## config.mk

```make
export PLATFORM = sky130hd
export DESIGN_NAME = decode_stage
export DESIGN_NICKNAME = d
export VERILOG_FILES = /design/src/rtl/decode_stage.sv
export SDC_FILE = /design/constraint.sdc
export NUM_CORES = 2
export LEC_CHECK = 0
export ABC_AREA = 0
export CAP_MARGIN = 5
export CELL_PAD_IN_SITES_DETAIL_PLACEMENT = 1
export CELL_PAD_IN_SITES_GLOBAL_PLACEMENT = 1
export CORE_ASPECT_RATIO = 0.75
export CORE_UTILIZATION = 52
export DETAILED_ROUTE_END_ITERATION = 7
export PLACE_DENSITY_LB_ADDON = 0.1
export SYNTH_ARGS = -nofsm -noshare
export SYNTH_HDL_FRONTEND = slang
export SYNTH_SLANG_ARGS = --single-unit
```

## constraint.sdc

```tcl
create_clock -name clk -period 3 [get_ports clk]
set_input_delay 0.6 -clock clk [delete_from_list [all_inputs] [get_ports clk]]
set_output_delay 0.6 -clock clk [all_outputs]
set_load 0.02 [all_outputs]
```

## src/rtl/decode_stage.sv

```systemverilog
// Decode and operand-read stage feeding the RV32I integer ALU.
// Owns x0..x31, a per-register busy scoreboard, and the registered decode bundle.
module decode_stage #(
    parameter int DATA_WIDTH = 31
) (
    input  logic                  clk,
    input  logic                  rst,
    input  logic                  clk_en,
    input  logic                  i_instr_valid,
    output logic                  o_instr_ready,
    input  logic [31:0]           i_instr,
    input  logic                  i_wb_en,
    input  logic [4:0]            i_wb_addr,
    input  logic [DATA_WIDTH:0]   i_wb_data,
    output logic                  o_valid,
    input  logic                  i_ready,
    output logic [6:0]            o_opcode,
    output logic [6:0]            o_funct7,
    output logic [2:0]            o_funct3,
    output logic [DATA_WIDTH:0]   o_rs1_data,
    output logic [DATA_WIDTH:0]   o_rs2_data,
    output logic [31:0]           o_imm,
    output logic [4:0]            o_rd_addr,
    output logic                  o_rd_we,
    output logic                  o_illegal
);

    localparam logic [6:0] OPC_OP     = 7'b0110011;
    localparam logic [6:0] OPC_OP_IMM = 7'b0010011;
    localparam logic [6:0] F7_ZERO    = 7'h00;
    localparam logic [6:0] F7_ALT     = 7'h20;

    logic [DATA_WIDTH:0] regs [32];
    logic [31:0]         busy;
    logic [4:0]          held_rs1;
    logic [4:0]          held_rs2;

    logic [6:0]          opcode;
    logic [6:0]          funct7;
    logic [2:0]          funct3;
    logic [4:0]          rs1;
    logic [4:0]          rs2;
    logic [4:0]          rd;
    logic                is_op;
    logic                is_op_imm;
    logic                legal;
    logic                rd_we;
    logic [31:0]         imm;
    logic                wb_write;
    logic [31:0]         wb_clear;
    logic [31:0]         rd_set;
    logic [31:0]         busy_eff;
    logic                hazard;
    logic                accept;
    logic [DATA_WIDTH:0] rs1_data;
    logic [DATA_WIDTH:0] rs2_data;

    assign opcode    = i_instr[6:0];
    assign rd        = i_instr[11:7];
    assign funct3    = i_instr[14:12];
    assign rs1       = i_instr[19:15];
    assign rs2       = i_instr[24:20];
    assign funct7    = i_instr[31:25];
    assign is_op     = (opcode == OPC_OP);
    assign is_op_imm = (opcode == OPC_OP_IMM);

    always_comb begin
        legal = 1'b0;
        if (is_op) begin
            legal = (funct7 == F7_ZERO) ||
                    ((funct7 == F7_ALT) && ((funct3 == 3'b000) || (funct3 == 3'b101)));
        end else if (is_op_imm) begin
            case (funct3)
                3'b001:  legal = (funct7 == F7_ZERO);
                3'b101:  legal = (funct7 == F7_ZERO) || (funct7 == F7_ALT);
                default: legal = 1'b1;
            endcase
        end
    end

    assign imm   = (is_op_imm && legal) ? {{20{i_instr[31]}}, i_instr[31:20]} : 32'd0;
    assign rd_we = legal && (rd != 5'd0);

    assign wb_write = i_wb_en && (i_wb_addr != 5'd0);
    assign wb_clear = i_wb_en ? (32'd1 << i_wb_addr) : 32'd0;
    assign rd_set   = (accept && rd_we) ? (32'd1 << rd) : 32'd0;

    // A writeback retiring a busy register this cycle releases the stall immediately.
    assign busy_eff = busy & ~wb_clear;
    assign hazard   = ((is_op || is_op_imm) && busy_eff[rs1]) || (is_op && busy_eff[rs2]);

    assign o_instr_ready = clk_en && (!o_valid || i_ready) && !hazard;
    assign accept        = i_instr_valid && o_instr_ready;

    always_comb begin
        rs1_data = regs[rs1];
        rs2_data = regs[rs2];
        if (wb_write && (i_wb_addr == rs1)) begin
            rs1_data = i_wb_data;
        end
        if (wb_write && (i_wb_addr == rs2)) begin
            rs2_data = i_wb_data;
        end
        if (rs1 == 5'd0) begin
            rs1_data = '0;
        end
        if (rs2 == 5'd0) begin
            rs2_data = '0;
        end
    end

    always_ff @(posedge clk or negedge rst) begin
        if (!rst) begin
            for (int i = 0; i < 32; i++) begin
                regs[i] <= '0;
            end
        end else if (clk_en && wb_write) begin
            regs[i_wb_addr] <= i_wb_data;
        end
    end

    // Ordering of clear-then-set makes a same-cycle set win over a clear.
    always_ff @(posedge clk or negedge rst) begin
        if (!rst) begin
            busy <= 32'd0;
        end else if (clk_en) begin
            busy <= ((busy & ~wb_clear) | rd_set) & ~32'd1;
        end
    end

    always_ff @(posedge clk or negedge rst) begin
        if (!rst) begin
            o_valid    <= 1'b0;
            o_opcode   <= 7'd0;
            o_funct7   <= 7'd0;
            o_funct3   <= 3'd0;
            o_rs1_data <= '0;
            o_rs2_data <= '0;
            o_imm      <= 32'd0;
            o_rd_addr  <= 5'd0;
            o_rd_we    <= 1'b0;
            o_illegal  <= 1'b0;
            held_rs1   <= 5'd0;
            held_rs2   <= 5'd0;
        end else if (clk_en) begin
            if (accept) begin
                o_valid    <= 1'b1;
                o_opcode   <= opcode;
                o_funct7   <= funct7;
                o_funct3   <= funct3;
                o_rs1_data <= rs1_data;
                o_rs2_data <= rs2_data;
                o_imm      <= imm;
                o_rd_addr  <= rd;
                o_rd_we    <= rd_we;
                o_illegal  <= !legal;
                held_rs1   <= rs1;
                held_rs2   <= rs2;
            end else if (i_ready) begin
                o_valid <= 1'b0;
            end else if (o_valid && wb_write) begin
                // A stalled bundle keeps tracking writebacks to its source registers.
                if (i_wb_addr == held_rs1) begin
                    o_rs1_data <= i_wb_data;
                end
                if (i_wb_addr == held_rs2) begin
                    o_rs2_data <= i_wb_data;
                end
            end
        end
    end

endmodule

```

==> metrics.txt <==
status finished with violations; failing checks setup timing; Post-Place Cells 5786; Worst EP required 2400 ps; RSZ-0062 raised after global routing yes; CTS tree yes; share of post-route cells with drive strength above 1 52.4%; clock buffer depth 3; commonest cells after routing, fill and taps aside 1166 x dfrtp_1, 1034 x mux2_2, 617 x mux4_2; sequential area share after synthesis 46.8%; worst hold path class input port to flip-flop; Clock Latency Late Sink 770 ps; Initial DRC Count 3806; Reg clk slew, reported paths 60 ps; Wirelength per Cell 34.3 um; r2r setup slk 230 ps; vias 40800; grt ovf 0; Initial Utilization 52.7%; I/O Pins 197; final period utilization 109%; drc violations 0; Max Clk Rate 0.305 GHz; Startpoint Class input port; EDFF count, synth 0; Reg2Reg Depth 10; Area Overhead vs Synth 18.0%; CTS sink cnt 1166; asr flop ratio synth 100%; Mapped Area 0.0624 mm2; Num CTS Buffers 118; count of different cell masters after synthesis 73; full die area 0.121 mm2; min setup slack post-route -279 ps; Chip Width 402 um; core footprint 0.118 mm2; drt first pass iters 7; worst hold path depth 3; Power per Cell Area 602 mW/mm2; WHS Endpoint o_imm[4]$_DFFE_PN0P_; endpoint class of the critical path output pin; Setup Viol. Count Final 1; final-report max-slew violation count 0; Hold Path Origin i_instr[24]; FF+latch count, synth 1166; LEAKAGE 32.6 nW; RR Endpoint o_rs2_data[12]$_DFFE_PN0P_; Least-Margin Pin Slew 1140 ps; vias per inst 6.79; Port Buffers 196; power after layout 44.4 mW; max-cap viol count 0; VDD IR max 0.522 mV; Critical Path Fanout Max 5; Fin. Hold Viols 0; antenna-violating nets left 0; min Tclk post-route 3280 ps; CTS root buffer clkbuf_16; Syn. warnings 0; vias in the first global route 44300; GPL Wtd Cong 0.909; post-layout util 62.2%; final std cells w/o fill 6013; Worst Skew 36.4 ps; CTS H-tree lvls 3; Total GRT Usage 34.8%; first-pass GRT wire length 310 mm; Cells after Synth 4110; initial antenna violation count 1; reg2reg start busy[31]$_DFFE_PN0P_; syn_area_per_cell 15.2 um2; commonest non-fill, non-tap cell in the layout dfrtp_1; height of the die 302 um; worst hold slack 180 ps; largest net degree at the start of global routing 105; critical path class input port to output pin; Slew HR 24.1%; ANT cells 0; dpl hpwl 131 mm; Top FF cell, synth dfrtp_1; Rows 109; nets 4436; Worst EP arrival 2680 ps; WL final 206 mm; Synth Net Count 4185
==> where the power goes <==
group	switching, mW	leakage (nW)	internal [mW]	total, mW
logic	3.77	15.1	5.00	8.77
registers	1.77	15.4	17.9	19.7
clock network	6.67	2.04	9.24	15.9
==> worst max path at each step <==
stage	end	from	slack [ps]	cells past startpoint
floorplan	o_rs1_data[23]$_DFFE_PN0P_	i_instr[15]	50	9
global placement	o_instr_ready	i_wb_addr[2]	-1230	10
detailed placement	o_instr_ready	i_wb_en	-1260	10
CTS	o_instr_ready	i_wb_addr[1]	-210	10
global route	o_instr_ready	busy[21]$_DFFE_PN0P_	-320	8
finish	o_instr_ready	i_wb_addr[3]	-280	10
==> layer usage <==
metal	global-route usage [%]	wire length [um]	up-vias
met4	11.3	7340	0
met3	6.80	15000	416
met1	50.4	88300	22400
met5	0	0	-
met2	53.6	95700	1668
li1	-	-	16300
==> synthesized netlist by cell type, drive strengths merged, types with 3 or more instances <==
cell     count  area share [%]
buf        163             1.4
mux2i      222             3.6
o22ai       24            0.24
nand2      141            0.85
a211oi       6           0.072
dfrtp     1166              47
mux4       617              22
nand3       61            0.49
o21ai       32            0.26
and2         5           0.050
or2          3           0.030
o211ai      92             1.1
a21oi       14            0.11
mux2      1045              19
xnor2        7           0.098
inv         42            0.25
nor2        38            0.24
xor2        14            0.20
nor2b       10            0.10
nand2b      13            0.13
o2111ai      3           0.042
nor3        14            0.11
nand4       14            0.15
and3         4           0.040
clkbuf     313             1.9
==> cell families (layout without fill, tap and decap cells) <==
| group | after synthesis | count (layout) | share of synthesized area, % |
|---|---|---|---|
| XOR/XNOR | 21 | 21 | 0.295 |
| flip-flops | 1166 | 1166 | 46.8 |
| AND/OR/NAND/NOR | 320 | 320 | 2.46 |
| multiplexers | 1884 | 1884 | 44.7 |
| AO/OA/AOI/OAI | 200 | 200 | 2.25 |
| buffers and inverters | 519 | 868 | 3.51 |
==> what timing repair did <==
action	in CTS	in global routing
resized for setup	60	19
setup buffers	4	1
hold endpoints to repair	42	0
hold buffers	1	0
cloned	3	0
endpoints found under the setup margin	135	3
pin swaps	13	12
==> area by class of cell <==
class / instances / area, um2
repair buffers: 607 / 6830
clock inverters: 47 / 678
multi-input cells: 2425 / 31400
fillers: 10500 / 44800
flip-flops and latches: 1166 / 29200
well taps: 1554 / 1940
clock buffers: 171 / 3440
inverters: 43 / 165
==> per-stage QoR <==
| step | setup WS [ps] | TNS (ps) | instance area (um2) |
|---|---|---|---|
| 4_1_cts | -210 | -210 | 73500 |
| 3_5_place_dp | -1260 | -262110 | 69300 |
| 2_1_floorplan | 50.5 | 0 | 62400 |
| 3_3_place_gp | -1230 | -233170 | 69300 |
| 5_1_grt | -321 | -321 | 73600 |
| 6_report | -279 | -279 | 73600 |
==> state kept, by name (all words and copies together) (netlist names) <==
register / flops
busy: 31
held_rs1: 5
held_rs2: 5
o_funct3: 3
o_funct7: 7
o_illegal: 1
o_imm: 12
o_opcode: 7
o_rd_addr: 5
o_rd_we: 1
o_rs1_data: 32
o_rs2_data: 32
o_valid: 1
regs: 1024
==> worst max-delay path, stage by stage <==
cell and delay, ps:
buf_8 100, buf_6 110, or4b_4 570, o211a_1 240, o21ai_1 150, a21oi_1 100, o311ai_2 280, buf_4 170
and4_4 220, buf_6 110
(Power assumes the default switching activity.)
